<file path="config.mk">
export PLATFORM = sky130hd
export DESIGN_NAME = run_ctrl
export DESIGN_NICKNAME = d
export VERILOG_FILES = /design/src/rtl/run_ctrl.sv
export SDC_FILE = /design/constraint.sdc
export NUM_CORES = 1
export LEC_CHECK = 0
export ABC_AREA = 1
export CORE_MARGIN = 3
export CORE_UTILIZATION = 50
export DETAILED_ROUTE_END_ITERATION = 12
export PLACE_DENSITY_LB_ADDON = 0.08
export RECOVER_POWER = 25
export SYNTH_ARGS = -nofsm -noshare
export SYNTH_HDL_FRONTEND = slang
export SYNTH_SLANG_ARGS = --single-unit
export TNS_END_PERCENT = 20
</file>
<file path="constraint.sdc">
create_clock -name clk -period 3.85 [get_ports clk]
set_input_delay 0.385 -clock clk [delete_from_list [all_inputs] [get_ports clk]]
set_output_delay 0.385 -clock clk [all_outputs]
set_load 0.1 [all_outputs]
</file>
<file path="src/rtl/run_ctrl.sv">
// run_ctrl: run-mode controller for a datapath core.
// Sequences the core reset, then gates the core clock enable for free-run,
// step-N and run-to-breakpoint runs. All outputs come straight from flops.
module run_ctrl #(
    parameter int unsigned N          = 32,
    parameter int unsigned CNT_W      = 16,
    parameter int unsigned RST_CYCLES = 4
) (
    input  logic             clk,
    input  logic             rst,
    input  logic [1:0]       mode,
    input  logic             start,
    input  logic [CNT_W-1:0] step_count,
    input  logic [N-1:0]     bp_addr,
    input  logic [N-1:0]     pc,
    input  logic             halt_req,
    input  logic             soft_rst,
    output logic             core_rst,
    output logic             core_en,
    output logic             busy,
    output logic             done,
    output logic             bp_hit,
    output logic [CNT_W-1:0] cycles
);

    // Reset-sequence counter is sized for the full 1..255 range of RST_CYCLES.
    localparam int unsigned      RC_W    = 8;
    localparam logic [RC_W-1:0]  RC_LAST = RC_W'(RST_CYCLES - 1);
    localparam logic [CNT_W-1:0] CNT_MAX = '1;
    localparam logic [CNT_W-1:0] CNT_ONE = CNT_W'(1);

    localparam logic [1:0] MODE_RUN  = 2'b01;
    localparam logic [1:0] MODE_STEP = 2'b10;
    localparam logic [1:0] MODE_BRK  = 2'b11;

    typedef enum logic [2:0] {
        S_RSTSEQ = 3'd0,
        S_IDLE   = 3'd1,
        S_RUN    = 3'd2,
        S_STEP   = 3'd3,
        S_BRK    = 3'd4
    } state_t;

    state_t           r_state;
    state_t           w_state_nxt;
    logic [RC_W-1:0]  r_rst_cnt;
    logic [RC_W-1:0]  w_rst_cnt_nxt;
    logic [CNT_W-1:0] r_remaining;
    logic [CNT_W-1:0] w_remaining_nxt;
    logic [CNT_W-1:0] r_cycles;
    logic [CNT_W-1:0] w_cycles_nxt;

    logic r_core_rst;
    logic r_core_en;
    logic r_busy;
    logic r_done;
    logic r_bp_hit;

    logic w_done_nxt;
    logic w_bp_hit_nxt;
    logic w_accept;
    logic w_active_nxt;
    logic w_pc_match;
    logic w_last_step;

    assign w_pc_match  = (pc == bp_addr);
    assign w_last_step = (r_remaining == CNT_ONE);

    // Next-state decode; soft_rst outranks everything, then halt, then run end, then start.
    always_comb begin
        w_state_nxt     = r_state;
        w_rst_cnt_nxt   = r_rst_cnt;
        w_remaining_nxt = r_remaining;
        w_done_nxt      = 1'b0;
        w_bp_hit_nxt    = r_bp_hit;
        w_accept        = 1'b0;

        if (soft_rst) begin
            // Abort without a done pulse; cycles and bp_hit are kept.
            w_state_nxt     = S_RSTSEQ;
            w_rst_cnt_nxt   = '0;
            w_remaining_nxt = '0;
        end else begin
            case (r_state)
                S_RSTSEQ: begin
                    if (r_rst_cnt >= RC_LAST) begin
                        w_state_nxt   = S_IDLE;
                        w_rst_cnt_nxt = '0;
                    end else begin
                        w_rst_cnt_nxt = r_rst_cnt + RC_W'(1);
                    end
                end

                S_IDLE: begin
                    // halt_req alone is a no-op here, but it still outranks a start.
                    if (start && !halt_req) begin
                        case (mode)
                            MODE_RUN: begin
                                w_accept    = 1'b1;
                                w_state_nxt = S_RUN;
                            end
                            MODE_STEP: begin
                                w_accept = 1'b1;
                                if (step_count != '0) begin
                                    w_state_nxt     = S_STEP;
                                    w_remaining_nxt = step_count;
                                end else begin
                                    // Zero-length step: finish immediately, core stays off.
                                    w_done_nxt = 1'b1;
                                end
                            end
                            MODE_BRK: begin
                                w_accept    = 1'b1;
                                w_state_nxt = S_BRK;
                            end
                            default: begin
                            end
                        endcase
                    end
                end

                S_RUN: begin
                    if (halt_req) begin
                        w_state_nxt = S_IDLE;
                        w_done_nxt  = 1'b1;
                    end
                end

                S_STEP: begin
                    if (halt_req) begin
                        w_state_nxt     = S_IDLE;
                        w_done_nxt      = 1'b1;
                        w_remaining_nxt = '0;
                    end else begin
                        w_remaining_nxt = r_remaining - CNT_ONE;
                        if (w_last_step) begin
                            w_state_nxt = S_IDLE;
                            w_done_nxt  = 1'b1;
                            // A breakpoint landing on the final step is reported as a breakpoint.
                            if (w_pc_match) begin
                                w_bp_hit_nxt = 1'b1;
                            end
                        end
                    end
                end

                S_BRK: begin
                    if (halt_req) begin
                        w_state_nxt = S_IDLE;
                        w_done_nxt  = 1'b1;
                    end else if (w_pc_match) begin
                        w_state_nxt  = S_IDLE;
                        w_done_nxt   = 1'b1;
                        w_bp_hit_nxt = 1'b1;
                    end
                end

                default: begin
                    w_state_nxt = S_RSTSEQ;
                end
            endcase
        end

        if (w_accept) begin
            w_bp_hit_nxt = 1'b0;
        end
    end

    // Enabled-cycle counter: cleared on an accepted start, saturating, frozen when the core is off.
    always_comb begin
        w_cycles_nxt = r_cycles;
        if (w_accept) begin
            w_cycles_nxt = '0;
        end else if (r_core_en && (r_cycles != CNT_MAX)) begin
            w_cycles_nxt = r_cycles + CNT_ONE;
        end
    end

    assign w_active_nxt = (w_state_nxt == S_RUN) || (w_state_nxt == S_STEP) ||
                          (w_state_nxt == S_BRK);

    // State and counter registers.
    always_ff @(posedge clk or negedge rst) begin
        if (!rst) begin
            r_state     <= S_RSTSEQ;
            r_rst_cnt   <= '0;
            r_remaining <= '0;
            r_cycles    <= '0;
        end else begin
            r_state     <= w_state_nxt;
            r_rst_cnt   <= w_rst_cnt_nxt;
            r_remaining <= w_remaining_nxt;
            r_cycles    <= w_cycles_nxt;
        end
    end

    // Output registers, decoded from the next state so they line up with the state register.
    always_ff @(posedge clk or negedge rst) begin
        if (!rst) begin
            r_core_rst <= 1'b1;
            r_core_en  <= 1'b0;
            r_busy     <= 1'b0;
            r_done     <= 1'b0;
            r_bp_hit   <= 1'b0;
        end else begin
            r_core_rst <= (w_state_nxt == S_RSTSEQ);
            r_core_en  <= w_active_nxt;
            r_busy     <= w_active_nxt;
            r_done     <= w_done_nxt;
            r_bp_hit   <= w_bp_hit_nxt;
        end
    end

    assign core_rst = r_core_rst;
    assign core_en  = r_core_en;
    assign busy     = r_busy;
    assign done     = r_done;
    assign bp_hit   = r_bp_hit;
    assign cycles   = r_cycles;

endmodule

</file>
## After elaboration in Yosys (flattened, before gate mapping)

Cells that the tools add are included.

| word-level totals | value |
|---|---|
| register bits | 47 |
| input bits | 87 |
| output and inout bits | 21 |
| word-level logic and storage cells | 90 |

| operators by class | value |
|---|---|
| add/sub/neg operators | 3 |
| magnitude comparators | 1 |
| equality and inequality tests | 20 |
| mux-type cells | 43 |
| reduce and logical (&&, ||, !) cells | 15 |

Operators with widths:

| kind | count |
|---|---|
| two-way mux 16 bit | 7 |
| equality test 32 bit | 1 |
| one-hot mux 16 bit (2 select lines) | 1 |
| two-way mux 3 bit | 9 |
| two-way mux 8 bit | 3 |
| two-way mux 1 bit | 19 |
| inequality test 3 bit, second input constant | 6 |
| adder 16 x 1 -> 16 bit, second input constant | 1 |
| equality test 16 x 1 -> 1 bit, second input constant | 1 |
| inequality test 16 bit, second input constant | 1 |
| nonzero test 16 bit | 1 |
| subtractor 16 x 1 -> 16 bit, second input constant | 1 |
| one-hot mux 3 bit (5 select lines) | 1 |
| equality test 3 x 2 -> 1 bit, second input constant | 4 |
| one-hot mux 3 bit (3 select lines) | 1 |
| adder 8 x 1 -> 8 bit, second input constant | 1 |
| >= comparator 8 x 2 -> 1 bit, second input constant | 1 |
| equality test 3 bit, second input constant | 2 |
| zero test 3 bit | 2 |
| nonzero test 3 bit | 2 |
| AND reduction 5 bit | 1 |
| equality test 2 bit, second input constant | 2 |
| one-hot mux 1 bit (4 select lines) | 1 |
| AND reduction 4 bit | 1 |
| 9 further kinds | 12 |

## Depth between registers and ports, before layout

Gate-level depths: netlist (run 1).

| logic depth | value |
|---|---|
| word-level depth | 9 |
| gate-level depth with buffers | 12 |
| depth with buffers taken out | 12 |

## Least setup slack after synthesis (run 1)

Ideal clock, no wire load.

| path | value |
|---|---|
| path kind | register -> register |
| from | register r_cycles[0] (netlist: cycles[0]) |
| to | register r_cycles[5] (netlist: cycles[5]) |
| data arrival time | 2393 ps |
| setup slack | 1328 ps |
| stages on the path, launching flop included | 12 |
| path buffers | 1 |
| clock period less this slack | 2522 ps |
| path through | dfrtp_1 -> ha_1 -> nand3_2 -> nor3_4 -> inv_2 -> nor2_2 -> nand3_2 -> nand2_4 -> nand2_4 -> buf_6 -> nand2_1 -> a21oi_1 |

| between the ends | value |
|---|---|
| word-level cells in the longest chain between the ends | 3 |

Ends and longest elaborated chain:

| what | line | source |
|---|---|---|
| from (decl) | 50 | `logic [CNT_W-1:0] r_cycles;` |
| from (signal assigned) | 193 | `r_cycles <= w_cycles_nxt;` |
| adder 16 x 1 -> 16 bit / inequality test 16 bit (equally long branches) | 175, 174 |  |
| two-way mux 16 bit / logical AND 1 bit (equally long branches) | 174 | `end else if (r_core_en && (r_cycles != CNT_MAX)) begin` |
| two-way mux 16 bit / nonzero test 2 bit (equally long branches) | -- |  |

Parallel ways exist; a longest one is shown, timed or not. The select of a mux whose other input is x is not followed.
A chain may end at the register's enable or synchronous reset.

## Final worst setup path (run 1)

| path | value |
|---|---|
| from | register r_state[0] |
| to | register r_remaining[10] |

| between the ends | value |
|---|---|
| word-level cells in the longest chain between the ends | 3 |

Ends and longest elaborated chain:

| what | line | source |
|---|---|---|
| from (decl) | 44 | `state_t r_state;` |
| from (signal assigned) | 190 | `r_state <= w_state_nxt;` |
| equality test 3 x 1 -> 1 bit / equality test 3 x 2 -> 1 bit (equally long branches) | 84 | `case (r_state)` |
| inequality test 3 bit (no source line), or another cell as far along | -- |  |
| AND reduction 4 bit (no source line) / two-way mux 16 bit (equally long branches) | -- |  |
| to (signal assigned) | 192 | `r_remaining <= w_remaining_nxt;` |
| to (decl) | 48 | `logic [CNT_W-1:0] r_remaining;` |

Parallel ways exist; a longest one is shown, timed or not.

==> impl_metrics.ini, run 1 <==
[drt]
ant_nets = 0
drc = 0
dr.first_iter.drc_count = 257
dr.pass1.iters = 5
wl_per_cell_um = 13.57
dr_total_vias = 3642
wirelength_um = 9258
viasPerCell = 5.340

[logic_synthesis]
yosys_warnings = 0
synth_seq_cells = 47
synth_area_leaders = dfrtp_1, nand2_1, inv_1
yosysSeqAreaShare_pct = 34.36
syn-instance-count = 497
syn_nets = 588
synth_top_area_cell = dfrtp_1
postSynthAreaPerCell_um2 = 6.895
netlist_area_um2 = 3427
synth_cell_types = 38
synth_top_area_share_pct = 33.59

[clocking]
clkSinkCount = 47
cts_made_buffers = 5
cts_tree = done
clk_latency_ns = 0.31
hold_buffers = 0
cts-root-buf = clkbuf_8
cts.htree.levels = 2
cts_resized = 0
clockBufferDepth = 2
clk_pin_slew_worst_paths_ns = 0.10
post_cts_buffers = 0

[final_layout]
layout.nets = 695
utilization_pct = 71.66
num-fill-cells = 580
layout_commonest_cell = nand2_1
layout-drive-gt1-share_pct = 5.455
areaGrowthSynthToFinish_pct = 35.82
final_cell_mix = nand2_1, clkdlybuf4s50_1, inv_1, nor2_1, dfrtp_1
antennaDiodeCount = 0

[sta]
setup_viol = 0
post-route-min-period_ns = 2.476
max_slew_margin_pct = -69.13
hold_violations = 0
period_share_pct = 64.32
rsz0062_at_grt = no
worst-slew-pin-transition_ns = 2.537
slew_viol_final = 48
setup_tns_ns = 0
skew_ns = 0.01036
max_freq_mhz = 403.8

[die]
die_w_um = 88.79
start_util_pct = 52.76
rows = 29
core-area_um2 = 6495
die_h_um = 88.79
io_pins = 108
die-area_um2 = 7884

[setup_path]
cp.arrival_ns = 2.65
critPathLaunchType = flip-flop
path_class = reg2reg
critPathCaptureType = flip-flop
r2r-end = r_remaining[10]
crit_path_max_fanout = 11
reg2regPathDepth = 10
cp_data_required_time_ns = 4.03
r2r-start = r_state[0]
r2r_slack_ns = 1.37

[status]
status = finished with violations
violations = capacitance limit, slew limit

[global_route]
grt_pass1_vias = 3404
antenna_found_initial = 0
grt_overflow_total = 0
grt_max_degree = 48
grt_pass1_wl_um = 14990
track_usage_pct = 24.25

[power_and_ir_drop]
finalPower_w = 0.001654
p_sw_w = 0.0006859
p_seq_share_pct = 36.5
internal_power_w = 0.0009684
power_frac_clock_pct = 23.1
p_leak_nw = 2.143
power_frac_comb_pct = 40.4
vdd_drop_max_mv = 0.1628
powerDensity_nw_per_um2 = 355.4
p_sw_share_pct = 41.46

[hold_path]
min_path_cells = 2
hold_start = r_rst_cnt[5]
hold_end = r_rst_cnt[5]
worstHoldPathType = reg2reg

[placed_design]
routabilityCongestion = 0.9213
portBuffers = 107
post-dp-hpwl_um = 7425

[run]
cap_violations = 1
metrics by stage:
step,std cells,cell area (um2),worst slack [ns],hold WS (ns)
after global routing,682,4654,1.051,0.5164
after detailed placement,674,4541,1.367,0.4869
after CTS,682,4656,1.433,0.3006
after global placement,674,4541,1.452,0.4734
final,682,4654,1.374,0.4998
after floorplan,497,3427,1.328,0.08941
Yosys cell counts:
cell type / number
nor3_4: 2
nor2_1: 57
o21ai_2: 2
buf_6: 2
a32oi_1: 1
o31ai_1: 1
dfstp_2: 1
ha_1: 4
nand2_2: 3
nand2_4: 2
nor3_1: 12
nor4_1: 3
o22ai_1: 5
a31oi_1: 2
dfrtp_1: 46
a41oi_1: 1
inv_2: 6
and2_1: 1
o32ai_1: 1
nand3_1: 39
xor2_1: 7
nand3_2: 4
nor4_4: 1
nand4_1: 7
buf_2: 3
o211ai_1: 4
nor2_4: 3
inv_1: 73
xnor2_1: 25
clkbuf_1: 1
a22oi_1: 1
a21oi_1: 22
buf_4: 1
nor2_2: 1
nand2_1: 124
o221ai_1: 2
o21ai_1: 2
o21ai_0: 25
per-layer routing:
metal	vias up	routed length (um)	track usage, %
met1	1662	3575	28.96
li1	1807	-	-
met4	0	180	6.868
met5	-	0	0
met2	154	4855	43.93
met3	19	647	4.749
flip-flops by register name (all words and copies together) (netlist names):
name,count
done,1
busy,1
bp_hit,1
cycles,16
r_remaining,16
core_rst,1
r_state,3
r_rst_cnt,8
critical path, cell delays in order (launching register included):
cell      delay [ns]
dfrtp_1         0.41
inv_1           0.12
nor2_4          0.05
nand2_1         0.36
inv_1           0.28
nor2_4          0.28
nand2_1         0.30
nand2_1         0.21
inv_2           0.13
nand3_1         0.09
o211ai_1        0.10
cell families (layout without fill, tap and decap cells):
kind of cell    after synthesis  in the layout  synth area share (%)
simple gates                259            259                 34.39
flops                        47             47                 34.36
fa+ha+maj                     4              4                 1.460
buf+inv                      86            194                 10.08
compound gates               69             69                 11.54
xor+xnor                     32             32                 8.178
how the worst max path moves through the flow:
stage | start | end | slack, ns | cells after the start
2_1_floorplan | cycles[0] | cycles[5] | 1.33 | 11
3_3_place_gp | soft_rst | cycles[14] | 1.45 | 7
3_5_place_dp | halt_req | r_remaining[10] | 1.37 | 10
4_1_cts | r_state[0] | r_remaining[10] | 1.43 | 10
5_1_grt | rst | r_remaining[0] | 1.05 | 1
6_report | r_state[0] | r_remaining[10] | 1.37 | 10
cell type report:
| cell class | instances | area, um2 | area share (%) |
|---|---|---|---|
| tap | 77 | 96.34 | 2.070 |
| clock buffer | 5 | 68.82 | 1.478 |
| inverter | 79 | 296.5 | 6.371 |
| clock inverter | 3 | 46.29 | 0.9946 |
| sequential | 47 | 1177 | 25.30 |
| timing repair buffer | 107 | 1065 | 22.88 |
| multi-input combinational | 364 | 1904 | 40.91 |
power by group through the flow:
stage	Combinational (W)	Sequential [W]	Clock [W]
after floorplan	0.000206	0.000846	0
after global placement	0.000656	0.000614	0
after detailed placement	0.000668	0.000614	0
after CTS	0.000670	0.000604	0.000389
after global routing	0.000716	0.000613	0.000412
final	0.000668	0.000605	0.000382
No activity file was read; power rests on OpenSTA's default activity.
==> run 2: changes to the inputs <==
- CORE_UTILIZATION: 50 -> 43
- clock period: 3.85 -> 2.04 ns (I/O delays scaled with it)
==> impl_metrics.ini, run 2 (synthesis results as in run 1) <==
[status]
status = finished clean

[global_route]
antenna_found_initial = 0
track_usage_pct = 22.24
grt_overflow_total = 0
grt_pass1_wl_um = 16040
grt_pass1_vias = 3541
grt_max_degree = 27

[sta]
post-route-min-period_ns = 1.810
slew_viol_final = 0
setup_viol = 0
hold_violations = 0
max_freq_mhz = 552.3
skew_ns = 0.008009
max_slew_margin_pct = 14.80
rsz0062_at_grt = no
period_share_pct = 88.75
worst-slew-pin-transition_ns = 1.278

[power_and_ir_drop]
p_seq_share_pct = 36.9
finalPower_w = 0.003165
powerDensity_nw_per_um2 = 664.1
p_sw_share_pct = 41.65
p_sw_w = 0.001318
internal_power_w = 0.001847
power_frac_comb_pct = 40.1
p_leak_nw = 2.222
vdd_drop_max_mv = 0.4075
power_frac_clock_pct = 23.0

[clocking]
cts_tree = done
hold_buffers = 1
cts_made_buffers = 5
clockBufferDepth = 2
clk_latency_ns = 0.31
clk_pin_slew_worst_paths_ns = 0.10
cts.htree.levels = 2
cts-root-buf = clkbuf_8
clkSinkCount = 47
cts_resized = 0
post_cts_buffers = 0

[drt]
ant_nets = 0
wirelength_um = 9484
dr_total_vias = 3667
wl_per_cell_um = 13.26
dr.first_iter.drc_count = 282
drc = 0
dr.pass1.iters = 5
viasPerCell = 5.129

[setup_path]
crit_path_max_incr_delay_ns = 0.47
cp_data_required_time_ns = 2.23
critPathLaunchType = flip-flop
crit_family = simple AND/OR/NAND/NOR gates
path_class = reg2reg
cp_slowest_cell = dfrtp_4
critPathCaptureType = flip-flop
cp_num_buf_inv = 1
crit_chain = ha_4 > nand3_4 > nor3_4 > inv_2 > nor2_2 > nand3_2 > nand2_4 > nand2_4 > a21oi_1 > a21oi_1
crit_path_max_fanout = 15
cp.arrival_ns = 2.00

[die]
die_h_um = 95.28
die_w_um = 95.28
io_pins = 108
rows = 31
start_util_pct = 45.78
die-area_um2 = 9077
core-area_um2 = 7486

[final_layout]
layout_commonest_cell = nand2_1
areaGrowthSynthToFinish_pct = 39.07
antennaDiodeCount = 0
layout.nets = 706
final_cell_mix = nand2_1, clkdlybuf4s50_1, inv_1, nor2_1, nand3_1
layout-drive-gt1-share_pct = 12.18
finalInstanceArea_um2 = 4766

[placed_design]
routabilityCongestion = 0.9186
place_area_um2 = 4641
post-dp-hpwl_um = 7682
portBuffers = 107

[run]
cap_violations = 0

[hold_path]
worstHoldPathType = reg2reg
==> run 2: cell count changes in the layout (fill, tap and decap cells not counted), sizes merged <==
| cell | delta |
|---|---|
| clkdlybuf4s50 | -21 |
| clkinv | +1 |
| buf | +31 |
| dlygate4sd3 | +1 |
| clkinvlp | -1 |
==> run 2: path summary, 6_finish.rpt <==
kind,from,endpoint,slack (ns),depth (start not counted)
min in group asynchronous,rst,cycles[11],0.69,2
max in group asynchronous,rst,cycles[1],0.58,3
max reg2reg,cycles[0],cycles[3],0.23,10
max,cycles[0],cycles[3],0.23,10
min reg2reg,r_rst_cnt[6],r_rst_cnt[6],0.50,2
min,r_rst_cnt[6],r_rst_cnt[6],0.50,2
==> run 2: layout make-up <==
cell class | count | area, um2
Tap cell | 99 | 123.9
Timing Repair Buffer | 118 | 1110
Multi-Input combinational cell | 364 | 1924
Clock buffer | 5 | 68.82
Clock inverter | 3 | 47.55
Fill cell | 694 | 2720
Sequential cell | 47 | 1195
Inverter | 79 | 296.5
==> run 2: power groups by stage <==
stage          sequential (W)  clock (W)  combinational (W)
2_1_floorplan         0.00162          0           0.000399
3_3_place_gp          0.00118          0            0.00125
3_5_place_dp          0.00118          0            0.00127
4_1_cts               0.00117   0.000741            0.00127
5_1_grt               0.00118   0.000785            0.00137
6_report              0.00117   0.000729            0.00127
==> run 2: tightest hold or removal path, delay by kind of cell (launching register included) <==
kind | cells | cell delay (ns)
flip-flops | 1 | 0.33
buffers and inverters | 1 | 0.05
AND/OR/NAND/NOR | 1 | 0.08
==> run 2: through the flow <==
step / util, % / std cells / setup TNS (ns) / hold slack [ns] / setup WS [ns]
global placement: 61.99 / 706 / 0 / 0.2212 / 0.2004
CTS: 63.68 / 715 / 0 / 0.4241 / 0.2131
finish: 63.66 / 715 / 0 / 0.4953 / 0.2295
floorplan: - / 497 / -0.04518 / -0.09159 / -0.02039
detailed placement: 61.99 / 706 / 0 / 0.2165 / 0.1397
global route: 63.66 / 715 / 0 / 0.5241 / 0.03770
==> run 2: routing by layer <==
metal	track usage (%)	up-vias	wire [um]
met3	6.551	12	904
li1	-	1829	-
met1	26.65	1653	3753
met5	0	-	0
met2	39.77	173	4747
met4	3.726	0	78
==> run 3: changes to the inputs <==
--- a/config.mk
+++ b/config.mk
@@ -11,4 +11,6 @@
 export DETAILED_ROUTE_END_ITERATION = 12
+export HOLD_SLACK_MARGIN = 0.06
 export PLACE_DENSITY_LB_ADDON = 0.08
 export RECOVER_POWER = 25
+export SLEW_MARGIN = 20
 export SYNTH_ARGS = -nofsm -noshare
==> constraint.sdc (replaced) <==
create_clock -name clk -period 2.04 [get_ports clk]
set_input_delay 0.408 -clock clk [delete_from_list [all_inputs] [get_ports clk]]
set_output_delay 0.408 -clock clk [all_outputs]
set_load 0.1 [all_outputs]
==> impl_metrics.ini, run 3 (synthesis results as in run 1) <==
[status]
status = finished clean

[die]
rows = 31
die_w_um = 95.28
start_util_pct = 45.78
core-area_um2 = 7486
io_pins = 108
die_h_um = 95.28
die-area_um2 = 9077

[hold_path]
worstHoldPathType = reg2reg

[setup_path]
crit_path_max_fanout = 4
path_class = reg2reg
r2r_slack_ns = 0.24
cp_data_required_time_ns = 2.26
cp.arrival_ns = 2.02
critPathCaptureType = flip-flop
critPathLaunchType = flip-flop

[clocking]
cts-root-buf = clkbuf_8
clkSinkCount = 47
post_cts_buffers = 0
cts_tree = done
cts.htree.levels = 2
clk_latency_ns = 0.31
cts_made_buffers = 5
clk_pin_slew_worst_paths_ns = 0.10
clockBufferDepth = 2

[drt]
ant_nets = 0
dr_total_vias = 3693
drc = 0
dr.first_iter.drc_count = 203
wirelength_um = 9360
dr.pass1.iters = 7
wl_per_cell_um = 12.91
viasPerCell = 5.094

[sta]
setup_viol = 0
slew_viol_final = 0
skew_ns = 0.01459
max_freq_mhz = 555.0
hold_violations = 0
period_share_pct = 88.32
post-route-min-period_ns = 1.802
worst-slew-pin-transition_ns = 0.8302
max_slew_margin_pct = 44.65

[placed_design]
post-dp-hpwl_um = 7769
place_area_um2 = 4716
routabilityCongestion = 0.9096
portBuffers = 107

[run]
cap_violations = 0

[power_and_ir_drop]
p_sw_w = 0.001313
p_sw_share_pct = 41.35
power_frac_clock_pct = 22.5
p_seq_share_pct = 37.0
internal_power_w = 0.001863
vdd_drop_max_mv = 0.3379
powerDensity_nw_per_um2 = 656.5
p_leak_nw = 2.265
power_frac_comb_pct = 40.5

[global_route]
grt_max_degree = 19
grt_pass1_wl_um = 15300
track_usage_pct = 21.37
grt_overflow_total = 0
antenna_found_initial = 0
grt_pass1_vias = 3308

[final_layout]
num-fill-cells = 668
multi_input_area_um2 = 1927
finalInstanceArea_um2 = 4837
layout_commonest_cell = nand2_1
utilization_pct = 64.62
final_cell_mix = nand2_1, clkdlybuf4s50_1, inv_1, nor2_1, nand3_1
antennaDiodeCount = 0
layout.nets = 716
areaGrowthSynthToFinish_pct = 41.15
seq_area_um2 = 1195
layout-drive-gt1-share_pct = 13.74
## run 3: cell count changes in the layout (fill, tap and decap cells not counted), sizes merged
cell	previous run	this run
clkinv	1	0
buf	31	39
clkinvlp	0	1
clkbuf	6	8
## run 3: metal layers
metal	vias to the layer above	routed length, um	global-route usage (%)
met5	-	0	0
met4	0	101	5.409
met3	18	805	4.578
met2	166	4579	36.27
met1	1656	3873	27.56
li1	1853	-	-
## run 3: repair_timing
item	4_1_cts	5_1_grt
gates resized for setup	0	1
hold buffers	1	0
setup endpoints to repair	0	1
hold endpoints to repair	13	0
## run 3: final cells by class
class / instances / area share [%]
inverters: 79 / 6.130
flip-flops and latches: 47 / 24.70
clock buffers: 5 / 1.423
well taps: 99 / 2.561
clock inverters: 3 / 0.9571
multi-input cells: 364 / 39.83
repair buffers: 128 / 24.39
## run 3: power by group through the flow
stage | sequential [W] | clock, W | combinational, W
2_1_floorplan | 0.00162 | 0 | 0.000399
3_3_place_gp | 0.00118 | 0 | 0.00127
3_5_place_dp | 0.00119 | 0 | 0.00129
4_1_cts | 0.00117 | 0.000738 | 0.00129
5_1_grt | 0.00119 | 0.000769 | 0.00138
6_report | 0.00117 | 0.000716 | 0.00129
## run 3: per-stage QoR
step / setup TNS (ns) / hold WS, ns / std cells / power (W) / setup slack (ns)
CTS: 0 / 0.5011 / 725 / 0.003204 / 0.2170
finish: 0 / 0.4982 / 725 / 0.003176 / 0.2383
global route: -0.0005518 / 0.5275 / 725 / 0.003340 / -0.0005518
floorplan: -0.04518 / 0.1124 / 497 / 0.002021 / -0.02039
detailed placement: 0 / 0.3351 / 716 / 0.002480 / 0.03489
global placement: 0 / 0.3366 / 716 / 0.002450 / 0.1033
## run 3: final timing paths
| path | cells after the start | to | start |
|---|---|---|---|
| setup / recovery | 12 | r_remaining[14] | r_remaining[0] |
| hold / removal | 2 | r_rst_cnt[7] | r_rst_cnt[7] |
| setup reg to reg | 12 | r_remaining[14] | r_remaining[0] |
| hold reg to reg | 2 | r_rst_cnt[7] | r_rst_cnt[7] |
| max in group asynchronous | 3 | cycles[1] | rst |
| min in group asynchronous | 2 | cycles[11] | rst |
## run 3: critical path, stage by stage (launching register included)
cell     delay [ns]
dfrtp_1        0.42
inv_1          0.11
ha_1           0.19
nand2_1        0.12
nor2_1         0.16
inv_1          0.10
nor2_2         0.13
nand2_1        0.09
nand2_1        0.06
nand2_1        0.04
o21ai_0        0.14
nand2_1        0.06
o21ai_0        0.09
